`src/rtl/ssemi_csr_burst_initiator_pkg.sv`:
```
// Shared types and constants for the decimator CSR burst initiator.
// Optional write-verify support is built when SSEMI_CSR_WR_VERIFY_EN is defined.
package ssemi_csr_pkg;

  localparam int DEF_ADDR_WIDTH     = 8;
  localparam int DEF_CSR_DATA_WIDTH = 32;
  localparam int DEF_TIMEOUT_CYCLES = 64;
  localparam int CMD_LEN_WIDTH      = 8;

  typedef enum logic [2:0] {
    ST_IDLE     = 3'd0,
    ST_WR_DATA  = 3'd1,
    ST_WR_ISSUE = 3'd2,
    ST_VERIFY   = 3'd3,
    ST_RD_ISSUE = 3'd4,
    ST_RD_OUT   = 3'd5,
    ST_DONE     = 3'd6
  } state_e;

  // Decimator CSR address map
  localparam logic [7:0] CSR_CTRL       = 8'h00;
  localparam logic [7:0] CSR_STATUS     = 8'h04;
  localparam logic [7:0] CSR_DECIM_RATE = 8'h08;
  localparam logic [7:0] CSR_GAIN       = 8'h0C;
  localparam logic [7:0] CSR_COEF_BASE  = 8'h10;

endpackage

```
`src/rtl/ssemi_csr_burst_initiator_if.sv`:
```
// Command, data-stream and CSR bus signals of the burst initiator.
// o_verify_err exists only when SSEMI_CSR_WR_VERIFY_EN is defined.
interface ssemi_csr_burst_initiator_if #(
  parameter int ADDR_WIDTH     = 8,
  parameter int CSR_DATA_WIDTH = 32
) ();

  logic                      i_cmd_valid;
  logic                      o_cmd_ready;
  logic                      i_cmd_write;
  logic [ADDR_WIDTH-1:0]     i_cmd_addr;
  logic [7:0]                i_cmd_len;
  logic                      i_wdata_valid;
  logic [CSR_DATA_WIDTH-1:0] i_wdata;
  logic                      o_wdata_ready;
  logic                      o_rdata_valid;
  logic [CSR_DATA_WIDTH-1:0] o_rdata;
  logic                      i_rdata_ready;
  logic                      o_csr_wr_valid;
  logic [ADDR_WIDTH-1:0]     o_csr_addr;
  logic [CSR_DATA_WIDTH-1:0] o_csr_wr_data;
  logic                      i_csr_wr_ready;
  logic                      o_csr_rd_ready;
  logic [CSR_DATA_WIDTH-1:0] i_csr_rd_data;
  logic                      o_done;
  logic                      o_timeout;
  logic                      o_busy;
`ifdef SSEMI_CSR_WR_VERIFY_EN
  logic                      o_verify_err;
`endif

  modport master (
    input  i_cmd_valid, i_cmd_write, i_cmd_addr, i_cmd_len,
    input  i_wdata_valid, i_wdata, i_rdata_ready,
    input  i_csr_wr_ready, i_csr_rd_data,
    output o_cmd_ready, o_wdata_ready, o_rdata_valid, o_rdata,
    output o_csr_wr_valid, o_csr_addr, o_csr_wr_data, o_csr_rd_ready,
`ifdef SSEMI_CSR_WR_VERIFY_EN
    output o_verify_err,
`endif
    output o_done, o_timeout, o_busy
  );

  modport slave (
    output i_cmd_valid, i_cmd_write, i_cmd_addr, i_cmd_len,
    output i_wdata_valid, i_wdata, i_rdata_ready,
    output i_csr_wr_ready, i_csr_rd_data,
    input  o_cmd_ready, o_wdata_ready, o_rdata_valid, o_rdata,
    input  o_csr_wr_valid, o_csr_addr, o_csr_wr_data, o_csr_rd_ready,
`ifdef SSEMI_CSR_WR_VERIFY_EN
    input  o_verify_err,
`endif
    input  o_done, o_timeout, o_busy
  );

endinterface

```
`src/rtl/ssemi_csr_burst_initiator_timeout_cnt.sv`:
```
// Per-beat write-accept timeout counter: clear/enable with expiry flag.
// Unaffected by SSEMI_CSR_WR_VERIFY_EN.
module ssemi_csr_timeout_cnt #(
  parameter int TIMEOUT_CYCLES = 64
) (
  input  logic i_clk,
  input  logic i_rst_n,
  input  logic i_clear,
  input  logic i_enable,
  output logic o_expired
);

  localparam int CNT_WIDTH = $clog2(TIMEOUT_CYCLES);
  localparam logic [CNT_WIDTH-1:0] LAST_COUNT = CNT_WIDTH'(TIMEOUT_CYCLES - 1);

  logic [CNT_WIDTH-1:0] count_reg;

  // Saturates at the expiry value so a stalled enable cannot wrap it.
  always_ff @(posedge i_clk or negedge i_rst_n) begin
    if (!i_rst_n) begin
      count_reg <= '0;
    end else if (i_clear) begin
      count_reg <= '0;
    end else if (i_enable && !o_expired) begin
      count_reg <= count_reg + 1'b1;
    end
  end

  assign o_expired = (count_reg == LAST_COUNT);

endmodule

```
`src/rtl/ssemi_csr_burst_initiator.sv`:
```
// Burst CSR initiator: issues up to 256 consecutive CSR writes/reads per command.
// Define SSEMI_CSR_WR_VERIFY_EN to add a read-back verify after every write beat.
module ssemi_csr_burst_initiator
  import ssemi_csr_pkg::*;
#(
  parameter int ADDR_WIDTH     = DEF_ADDR_WIDTH,
  parameter int CSR_DATA_WIDTH = DEF_CSR_DATA_WIDTH,
  parameter int TIMEOUT_CYCLES = DEF_TIMEOUT_CYCLES
) (
  input logic                        i_clk,
  input logic                        i_rst_n,
  ssemi_csr_burst_initiator_if.master bus
);

  state_e                    state_reg, state_next;
  logic [ADDR_WIDTH-1:0]     addr_reg;
  logic [7:0]                len_reg;
  logic [7:0]                beat_reg;
  logic [CSR_DATA_WIDTH-1:0] data_reg;
  logic [CSR_DATA_WIDTH-1:0] rdata_reg;
  logic                      timeout_reg;

  logic cmd_accept, wdata_accept, beat_advance, rd_capture;
  logic timeout_fire, tmo_enable, tmo_expired, last_beat;
`ifdef SSEMI_CSR_WR_VERIFY_EN
  logic verify_check;
  logic verify_err_reg;
`endif

  assign last_beat = (beat_reg == len_reg);

  ssemi_csr_timeout_cnt #(.TIMEOUT_CYCLES(TIMEOUT_CYCLES)) u_timeout_cnt (
    .i_clk     (i_clk),
    .i_rst_n   (i_rst_n),
    .i_clear   (wdata_accept),
    .i_enable  (tmo_enable),
    .o_expired (tmo_expired)
  );

  always_ff @(posedge i_clk or negedge i_rst_n) begin
    if (!i_rst_n) begin
      state_reg <= ST_IDLE;
    end else begin
      state_reg <= state_next;
    end
  end

  always_comb begin
    state_next   = state_reg;
    cmd_accept   = 1'b0;
    wdata_accept = 1'b0;
    beat_advance = 1'b0;
    rd_capture   = 1'b0;
    timeout_fire = 1'b0;
    tmo_enable   = 1'b0;
`ifdef SSEMI_CSR_WR_VERIFY_EN
    verify_check = 1'b0;
`endif
    case (state_reg)
      ST_IDLE: begin
        if (bus.i_cmd_valid) begin
          cmd_accept = 1'b1;
          state_next = bus.i_cmd_write ? ST_WR_DATA : ST_RD_ISSUE;
        end
      end
      ST_WR_DATA: begin
        if (bus.i_wdata_valid) begin
          wdata_accept = 1'b1;
          state_next   = ST_WR_ISSUE;
        end
      end
      ST_WR_ISSUE: begin
        if (bus.i_csr_wr_ready) begin
`ifdef SSEMI_CSR_WR_VERIFY_EN
          state_next = ST_VERIFY;
`else
          beat_advance = !last_beat;
          state_next   = last_beat ? ST_DONE : ST_WR_DATA;
`endif
        end else if (tmo_expired) begin
          // Abort: remaining write beats are left in the host stream.
          timeout_fire = 1'b1;
          state_next   = ST_IDLE;
        end else begin
          tmo_enable = 1'b1;
        end
      end
`ifdef SSEMI_CSR_WR_VERIFY_EN
      ST_VERIFY: begin
        verify_check = 1'b1;
        beat_advance = !last_beat;
        state_next   = last_beat ? ST_DONE : ST_WR_DATA;
      end
`endif
      ST_RD_ISSUE: begin
        rd_capture = 1'b1;
        state_next = ST_RD_OUT;
      end
      ST_RD_OUT: begin
        if (bus.i_rdata_ready) begin
          beat_advance = !last_beat;
          state_next   = last_beat ? ST_DONE : ST_RD_ISSUE;
        end
      end
      ST_DONE:  state_next = ST_IDLE;
      default:  state_next = ST_IDLE;
    endcase
  end

  always_ff @(posedge i_clk or negedge i_rst_n) begin
    if (!i_rst_n) begin
      addr_reg    <= '0;
      len_reg     <= '0;
      beat_reg    <= '0;
      data_reg    <= '0;
      rdata_reg   <= '0;
      timeout_reg <= 1'b0;
    end else begin
      timeout_reg <= timeout_fire;
      if (cmd_accept) begin
        addr_reg <= bus.i_cmd_addr;
        len_reg  <= bus.i_cmd_len;
        beat_reg <= '0;
      end else if (beat_advance) begin
        addr_reg <= addr_reg + 1'b1;
        beat_reg <= beat_reg + 1'b1;
      end
      if (wdata_accept) data_reg  <= bus.i_wdata;
      if (rd_capture)   rdata_reg <= bus.i_csr_rd_data;
    end
  end

`ifdef SSEMI_CSR_WR_VERIFY_EN
  // Sticky until the next command is accepted; mismatches never stop the burst.
  always_ff @(posedge i_clk or negedge i_rst_n) begin
    if (!i_rst_n) begin
      verify_err_reg <= 1'b0;
    end else if (cmd_accept) begin
      verify_err_reg <= 1'b0;
    end else if (verify_check && (bus.i_csr_rd_data != data_reg)) begin
      verify_err_reg <= 1'b1;
    end
  end
  assign bus.o_verify_err   = verify_err_reg;
  assign bus.o_csr_rd_ready = (state_reg == ST_RD_ISSUE) || (state_reg == ST_VERIFY);
`else
  assign bus.o_csr_rd_ready = (state_reg == ST_RD_ISSUE);
`endif

  assign bus.o_cmd_ready    = (state_reg == ST_IDLE);
  assign bus.o_busy         = (state_reg != ST_IDLE);
  assign bus.o_wdata_ready  = (state_reg == ST_WR_DATA);
  assign bus.o_csr_wr_valid = (state_reg == ST_WR_ISSUE);
  assign bus.o_csr_addr     = addr_reg;
  assign bus.o_csr_wr_data  = data_reg;
  assign bus.o_rdata_valid  = (state_reg == ST_RD_OUT);
  assign bus.o_rdata        = rdata_reg;
  assign bus.o_done         = (state_reg == ST_DONE);
  assign bus.o_timeout      = timeout_reg;

endmodule

```
`src/flat_wrapper.sv`:
```
// flat-port wrapper written by rule: the top's interface ports become plain ports
module ssemi_csr_burst_initiator_flat import ssemi_csr_pkg::*;
#(
  parameter int ADDR_WIDTH     = DEF_ADDR_WIDTH,
  parameter int CSR_DATA_WIDTH = DEF_CSR_DATA_WIDTH,
  parameter int TIMEOUT_CYCLES = DEF_TIMEOUT_CYCLES
)
  (i_clk, i_rst_n, bus_i_cmd_valid, bus_i_cmd_write, bus_i_cmd_addr, bus_i_cmd_len, bus_i_wdata_valid, bus_i_wdata, bus_i_rdata_ready, bus_i_csr_wr_ready, bus_i_csr_rd_data, bus_o_cmd_ready, bus_o_wdata_ready, bus_o_rdata_valid, bus_o_rdata, bus_o_csr_wr_valid, bus_o_csr_addr, bus_o_csr_wr_data, bus_o_csr_rd_ready, bus_o_done, bus_o_timeout, bus_o_busy);
  ssemi_csr_burst_initiator_if #(.ADDR_WIDTH(ADDR_WIDTH), .CSR_DATA_WIDTH(CSR_DATA_WIDTH)) bus_i ();
  input logic i_clk;
  input logic i_rst_n;
  input wire logic [$bits(bus_i.i_cmd_valid)-1:0] bus_i_cmd_valid;
  input wire logic [$bits(bus_i.i_cmd_write)-1:0] bus_i_cmd_write;
  input wire logic [$bits(bus_i.i_cmd_addr)-1:0] bus_i_cmd_addr;
  input wire logic [$bits(bus_i.i_cmd_len)-1:0] bus_i_cmd_len;
  input wire logic [$bits(bus_i.i_wdata_valid)-1:0] bus_i_wdata_valid;
  input wire logic [$bits(bus_i.i_wdata)-1:0] bus_i_wdata;
  input wire logic [$bits(bus_i.i_rdata_ready)-1:0] bus_i_rdata_ready;
  input wire logic [$bits(bus_i.i_csr_wr_ready)-1:0] bus_i_csr_wr_ready;
  input wire logic [$bits(bus_i.i_csr_rd_data)-1:0] bus_i_csr_rd_data;
  output wire logic [$bits(bus_i.o_cmd_ready)-1:0] bus_o_cmd_ready;
  output wire logic [$bits(bus_i.o_wdata_ready)-1:0] bus_o_wdata_ready;
  output wire logic [$bits(bus_i.o_rdata_valid)-1:0] bus_o_rdata_valid;
  output wire logic [$bits(bus_i.o_rdata)-1:0] bus_o_rdata;
  output wire logic [$bits(bus_i.o_csr_wr_valid)-1:0] bus_o_csr_wr_valid;
  output wire logic [$bits(bus_i.o_csr_addr)-1:0] bus_o_csr_addr;
  output wire logic [$bits(bus_i.o_csr_wr_data)-1:0] bus_o_csr_wr_data;
  output wire logic [$bits(bus_i.o_csr_rd_ready)-1:0] bus_o_csr_rd_ready;
  output wire logic [$bits(bus_i.o_done)-1:0] bus_o_done;
  output wire logic [$bits(bus_i.o_timeout)-1:0] bus_o_timeout;
  output wire logic [$bits(bus_i.o_busy)-1:0] bus_o_busy;
  assign bus_i.i_cmd_valid = bus_i_cmd_valid;
  assign bus_i.i_cmd_write = bus_i_cmd_write;
  assign bus_i.i_cmd_addr = bus_i_cmd_addr;
  assign bus_i.i_cmd_len = bus_i_cmd_len;
  assign bus_i.i_wdata_valid = bus_i_wdata_valid;
  assign bus_i.i_wdata = bus_i_wdata;
  assign bus_i.i_rdata_ready = bus_i_rdata_ready;
  assign bus_i.i_csr_wr_ready = bus_i_csr_wr_ready;
  assign bus_i.i_csr_rd_data = bus_i_csr_rd_data;
  assign bus_o_cmd_ready = bus_i.o_cmd_ready;
  assign bus_o_wdata_ready = bus_i.o_wdata_ready;
  assign bus_o_rdata_valid = bus_i.o_rdata_valid;
  assign bus_o_rdata = bus_i.o_rdata;
  assign bus_o_csr_wr_valid = bus_i.o_csr_wr_valid;
  assign bus_o_csr_addr = bus_i.o_csr_addr;
  assign bus_o_csr_wr_data = bus_i.o_csr_wr_data;
  assign bus_o_csr_rd_ready = bus_i.o_csr_rd_ready;
  assign bus_o_done = bus_i.o_done;
  assign bus_o_timeout = bus_i.o_timeout;
  assign bus_o_busy = bus_i.o_busy;
  ssemi_csr_burst_initiator #(.ADDR_WIDTH(ADDR_WIDTH), .CSR_DATA_WIDTH(CSR_DATA_WIDTH), .TIMEOUT_CYCLES(TIMEOUT_CYCLES)) u_core (.i_clk(i_clk), .i_rst_n(i_rst_n), .bus(bus_i));
endmodule
```
`config.mk`:
```
export PLATFORM = sky130hd
export DESIGN_NAME = ssemi_csr_burst_initiator_flat
export DESIGN_NICKNAME = d
export VERILOG_FILES = /design/src/rtl/ssemi_csr_burst_initiator_pkg.sv /design/src/rtl/ssemi_csr_burst_initiator_if.sv /design/src/rtl/ssemi_csr_burst_initiator_timeout_cnt.sv /design/src/rtl/ssemi_csr_burst_initiator.sv /design/src/flat_wrapper.sv
export SDC_FILE = /design/constraint.sdc
export NUM_CORES = 1
export LEC_CHECK = 0
export ABC_AREA = 1
export ABC_CLOCK_PERIOD_IN_PS = 2240
export BUFFER_PORTS_ARGS = -buffer_cell sky130_fd_sc_hd__buf_2
export CAP_MARGIN = 25
export CORE_MARGIN = 5
export CORE_UTILIZATION = 40
export CTS_BUF_LIST = sky130_fd_sc_hd__clkbuf_16
export CTS_CLUSTER_DIAMETER = 80
export DETAILED_ROUTE_END_ITERATION = 8
export PLACE_DENSITY = 0.71
export SYNTH_ARGS = -nofsm -noshare
export SYNTH_HDL_FRONTEND = slang
export SYNTH_SLANG_ARGS = --single-unit
```
`constraint.sdc`:
```
create_clock -name i_clk -period 2.24 [get_ports i_clk]
set_clock_uncertainty 0.2 [all_clocks]
set_input_delay 0.336 -clock i_clk [delete_from_list [all_inputs] [get_ports i_clk]]
set_output_delay 0.336 -clock i_clk [all_outputs]
set_load 0.01 [all_outputs]
```
Word-level counts from Yosys, hierarchy flattened
Cells that the tools add are included.
{"block": "classes", "addsub": 3, "eq_ne": 11, "muxes": 29, "reduce_logical": 8}
{"op": "$mux 8", "count": 4}
{"op": "$mux 3", "count": 7}
{"op": "$add 8x1->8 const B", "count": 2}
{"op": "$pmux 3 s5", "count": 1}
{"op": "$mux 1", "count": 13}
{"op": "$mux 6", "count": 2}
{"op": "$eq 3x3->1 const B", "count": 3}
{"op": "$eq 8x8->1", "count": 1}
{"op": "$add 6x1->6 const B", "count": 1}
{"op": "$eq 6x6->1 const B", "count": 1}
{"op": "$ne 2x2->1 const B", "count": 3}
{"op": "$reduce_and 4->1", "count": 1}
{"op": "$reduce_bool 2->1", "count": 2}
{"op": "$eq 3x1->1 const B", "count": 1}
{"op": "$eq 3x2->1 const B", "count": 1}
{"op": "$logic_not 3->1", "count": 1}
{"op": "$ne 3x2->1 const B", "count": 1}
{"op": "$reduce_bool 3->1", "count": 1}
{"op": "$logic_not 1->1", "count": 2}
{"op": "$mux 2", "count": 1}
{"op": "$pmux 1 s2", "count": 1}
{"op": "$logic_and 1x1->1", "count": 1}
{"block": "totals", "reg_bits": 98, "in_bits": 87, "output_inout_bits": 80, "wordCells": 59}

Logic depth before layout (Yosys ltp)
{"block": "logic_depth", "depth_word": 7, "ltp_mapped": 11, "ltp_nobuf": 10}

Modules after synthesis
From an unflattened synthesis, not the netlist that was laid out.
{"block": "unflattened", "cells_unflattened": 580, "hier_area_um2": 4625.7}
{"module": "ssemi_csr_burst_initiator", "n_inst": 1, "cells_per_inst": 527, "area_per_inst_um2": 4226.6, "seq_area_each_um2": 2302.2}
{"module": "ssemi_csr_timeout_cnt", "n_inst": 1, "cells_per_inst": 53, "area_per_inst_um2": 399.1, "seq_area_each_um2": 150.1}

Worst setup path before layout
OpenSTA, ideal clock, no wires.
{"block": "synth_timing", "kind": "register -> register", "startpoint": "register u_core.state_reg[0]", "endpoint": "register u_core.addr_reg[3], in the netlist u_core.bus.o_csr_addr[3]", "setup_time_ps": 117, "arrival_ps": 1306, "path_slack_ps": 617, "path_stages_with_launch": 11, "n_path_buf": 2, "cell_sequence": "dfrtp_1 -> buf_2 -> nor2_1 -> nand2_1 -> inv_2 -> nand2_2 -> buf_2 -> o21ai_1 -> nand2_1 -> nand2_1 -> nand2_1"}
{"block": "synth_via", "elab_chain_len": 3, "word_cells_on_any_way": 7, "classes_between": "eq/ne (2); mux (3); reduce/logical (2)"}
{"element": "start: declaration", "line_no": "ssemi_csr_burst_initiator.sv:15", "rtl": "state_e state_reg, state_next;"}
{"element": "start signal: assignment", "line_no": "ssemi_csr_burst_initiator.sv:44", "rtl": "state_reg <= state_next;"}
{"element": "$logic_not 3->1 (*)"}
{"element": "via bus_o_cmd_ready", "line_no": "flat_wrapper.sv:21", "rtl": "output wire logic [$bits(bus_i.o_cmd_ready)-1:0] bus_o_cmd_ready;"}
{"element": "$mux 1 (*)", "line_no": "ssemi_csr_burst_initiator.sv:59", "rtl": "case (state_reg)"}
{"element": "$mux 8 / $reduce_bool 2->1 (equally long branches)"}
{"element": "end signal: assignment", "line_no": "ssemi_csr_burst_initiator.sv:121", "rtl": "addr_reg <= bus.i_cmd_addr;"}
{"element": "end signal: assignment", "line_no": "ssemi_csr_burst_initiator.sv:125", "rtl": "addr_reg <= addr_reg + 1'b1;"}
{"element": "end: declaration", "line_no": "ssemi_csr_burst_initiator.sv:16", "rtl": "logic [ADDR_WIDTH-1:0] addr_reg;"}
Mark *: on every way through the listed nets, which the timed path passes. The rest lies on a longest branch.
A chain may end at the register's enable or synchronous reset.

Final worst setup path
{"block": "layout_timing", "startpoint": "register u_core.state_reg[1]", "endpoint": "output port bus_o_csr_rd_ready"}
{"block": "layout_via", "elab_chain_len": 1}
{"element": "$eq 3x3->1", "line_no": "ssemi_csr_burst_initiator.sv:147", "rtl": "assign bus.o_csr_rd_ready = (state_reg == ST_RD_ISSUE);"}
{"element": "end: declaration", "line_no": "flat_wrapper.sv:28", "rtl": "output wire logic [$bits(bus_i.o_csr_rd_ready)-1:0] bus_o_csr_rd_ready;"}
No other way between the ends.

==> results.json <==
{
  "ir_drop_v": 0.000561,
  "n_fill_cell": 955,
  "dieArea_sq_um": 13200,
  "leakage_nw": 3.56,
  "fin_crit_ns": 2.08,
  "ys_seq_area_share_pct": 55.7,
  "diodes": 0,
  "numCtsBuffers": 9,
  "drtIter0Drc": 274,
  "synthXorXnorAreaFrac_pct": 2.39,
  "syn-instance-count": 550,
  "nNetsFinal": 852,
  "synth_fa_ha_area_share_pct": 0.852,
  "gp_congestion": 0.885,
  "tightest_slew_ns": 0.521,
  "multi_input_area_sq_um": 1740,
  "synth-compound-area-share_pct": 2.78,
  "grt_start_max_net_pins": 41,
  "register_area_sq_um": 2450,
  "end_kind": "output port",
  "start_util_pct": 40.6,
  "slew_violations": 0,
  "max_slew_margin_pct": 65.2,
  "ys_types": 26,
  "finalHoldViolCount": 0,
  "cts_root_buf": "clkbuf_16",
  "dieHeight_um": 115,
  "drc": 0,
  "layout-drive-gt1-share_pct": 26.8,
  "post-cts-setup-buffers": 0,
  "post-route-period-util_pct": 92.9,
  "grt_overflow": 0,
  "rsz0062_at_grt": "false",
  "synth_top_family_by_area": "simple AND/OR/NAND/NOR gates",
  "status": "finished clean",
  "route.vias.total": 4234,
  "synthMuxAreaShare_pct": 0,
  "drtPass1Iterations": 5,
  "track_usage_pct": 18.0,
  "io_buffers": 166,
  "arrival_ns": 1.55,
  "finalSetupTns_ns": 0,
  "clk_pin_slew_worst_paths_ns": 0.07,
  "grt_pass1_vias": 4330,
  "die_x_um": 115,
  "clock_latency_ns": 0.33,
  "vias_per_cell": 4.67,
  "syn_nets": 640,
  "clock_sinks": 98,
  "ant_nets": 0,
  "wl_per_cell_um": 12.9,
  "syn_to_final_growth_pct": 40.9,
  "power.density_nw_per_um2": 1300,
  "synth.ff_latch_count": 98,
  "wirelength_um": 11700,
  "grt_pass1_wl_um": 19400,
  "grt_antenna_before_repair": 0,
  "cts_tree": "built",
  "clock_path_buffers": 2,
  "syn_area_sq_um": 4410,
  "cp.required_ns": 1.70,
  "post-route-util_pct": 57.2,
  "h-tree-depth": 3,
  "setup_viol": 0,
  "num_io_pins": 167,
  "hold_path_class": "input port to flip-flop",
  "worstPathMaxFanout": 33,
  "dp_hpwl_um": 8240,
  "fin_total_pwr_mw": 8.07,
  "crit_type": "flip-flop to output port",
  "cap_viol_max_count": 0,
  "fmax_mhz": 480,
  "synth_warnings": 0,
  "synth_area_per_cell_sq_um": 8.01,
  "synthSimpleGateAreaFrac_pct": 33.5,
  "num_rows": 38,
  "core_area_sq_um": 10800,
  "start_kind": "flip-flop"
}
==> Yosys cell counts, drive strengths merged <==
master    n  share of area, %
o21ai    14               1.6
nor3      5              0.57
inv      30               2.6
xor2      6               1.2
xnor2     6               1.2
a21oi     5              0.82
dfrtp    98                56
nor2     20               1.9
a31o      1              0.20
o21bai    1              0.17
clkbuf    7              0.60
nand3    31               3.6
nand4     8               1.3
ha        3              0.85
buf      13               1.7
nand2   302                26
==> timing repair <==
item | in CTS | in global routing
hold buffers | 48 | 0
gates resized for setup | 0 | 0
hold endpoints to repair | 73 | 0
==> worst max-delay path: stages (launching register included) <==
cell and delay (ns):
dfrtp_1 0.42, inv_2 0.11, nand2_1 0.07, nor2_2 0.10
buf_4 0.32, buf_2 0.20
==> final timing paths <==
| kind | endpoint | slack, ns | from | cells after the start |
|---|---|---|---|---|
| min reg2reg | u_core.bus.o_rdata[23] | 0.27 | u_core.bus.o_rdata[23] | 2 |
| min in group asynchronous | u_core.beat_reg[4] | 0.30 | i_rst_n | 2 |
| min | u_core.bus.o_rdata[21] | 0.006 | bus_i_csr_rd_data[21] | 3 |
| max reg2reg | u_core.bus.o_csr_addr[7] | 0.42 | u_core.beat_reg[5] | 8 |
| max | bus_o_csr_rd_ready | 0.16 | u_core.state_reg[1] | 5 |
| max in group asynchronous | u_core.bus.o_rdata[6] | 1.01 | i_rst_n | 3 |
==> logic make-up after synthesis <==
family	count (synthesis)
and+or+nand+nor	366
DFF	98
buffers and inverters	50
AOI/OAI and AO/OA	21
xor gates and xnor gates	12
adders and majority gates	3
==> cell usage in the layout, fill, tap and decap left out, drive strengths merged <==
cell type	synthesis	layout
clkbuf	7	9
xnor2	6	6
a31o	1	1
buf	13	173
xor2	6	6
inv	30	30
bufinv	0	3
dfrtp	98	98
nor2	20	20
clkinv	0	2
ha	3	3
clkinvlp	0	1
nor3	5	5
dlygate4sd3	0	48
a21oi	5	5
nand2	302	302
o21ai	14	14
o21bai	1	1
nand4	8	8
nand3	31	31
==> power breakdown <==
part	total, mW	internal (mW)	leakage, nW	switching, mW
sequential	3.03	2.52	1.24	0.504
combinational	3.33	1.27	2.15	2.06
clock	1.71	1.08	0.159	0.631
total	8.07	4.87	3.56	3.20
==> stage by stage <==
step / instance area [sq um] / setup WS [ns] / std cells / hold slack, ns
6_report: 6210 / 0.159 / 906 / 0.00558
5_1_grt: 6210 / 0.0244 / 906 / 0.0105
4_1_cts: 6210 / 0.132 / 906 / 0.000314
3_5_place_dp: 5390 / 0.402 / 843 / 0.105
3_3_place_gp: 5390 / 0.498 / 843 / 0.102
2_1_floorplan: 4410 / 0.617 / 550 / -0.160
==> layout make-up <==
type	count	share of cell area (%)
flip-flops and latches	98	39.5
multi-input cells	402	28.1
repair buffers	221	22.4
clock buffers	9	3.63
well taps	140	2.82
inverters	30	1.81
clock inverters	6	1.71
==> per-layer routing <==
layer / vias up / GRT usage (%) / wire, um
met5: - / 0 / 0
met4: 0 / 5.95 / 218
met3: 19 / 3.63 / 862
met2: 149 / 31.7 / 5840
met1: 1944 / 22.1 / 4790
li1: 2122 / - / -
No activity file was read; power rests on OpenSTA's default activity.
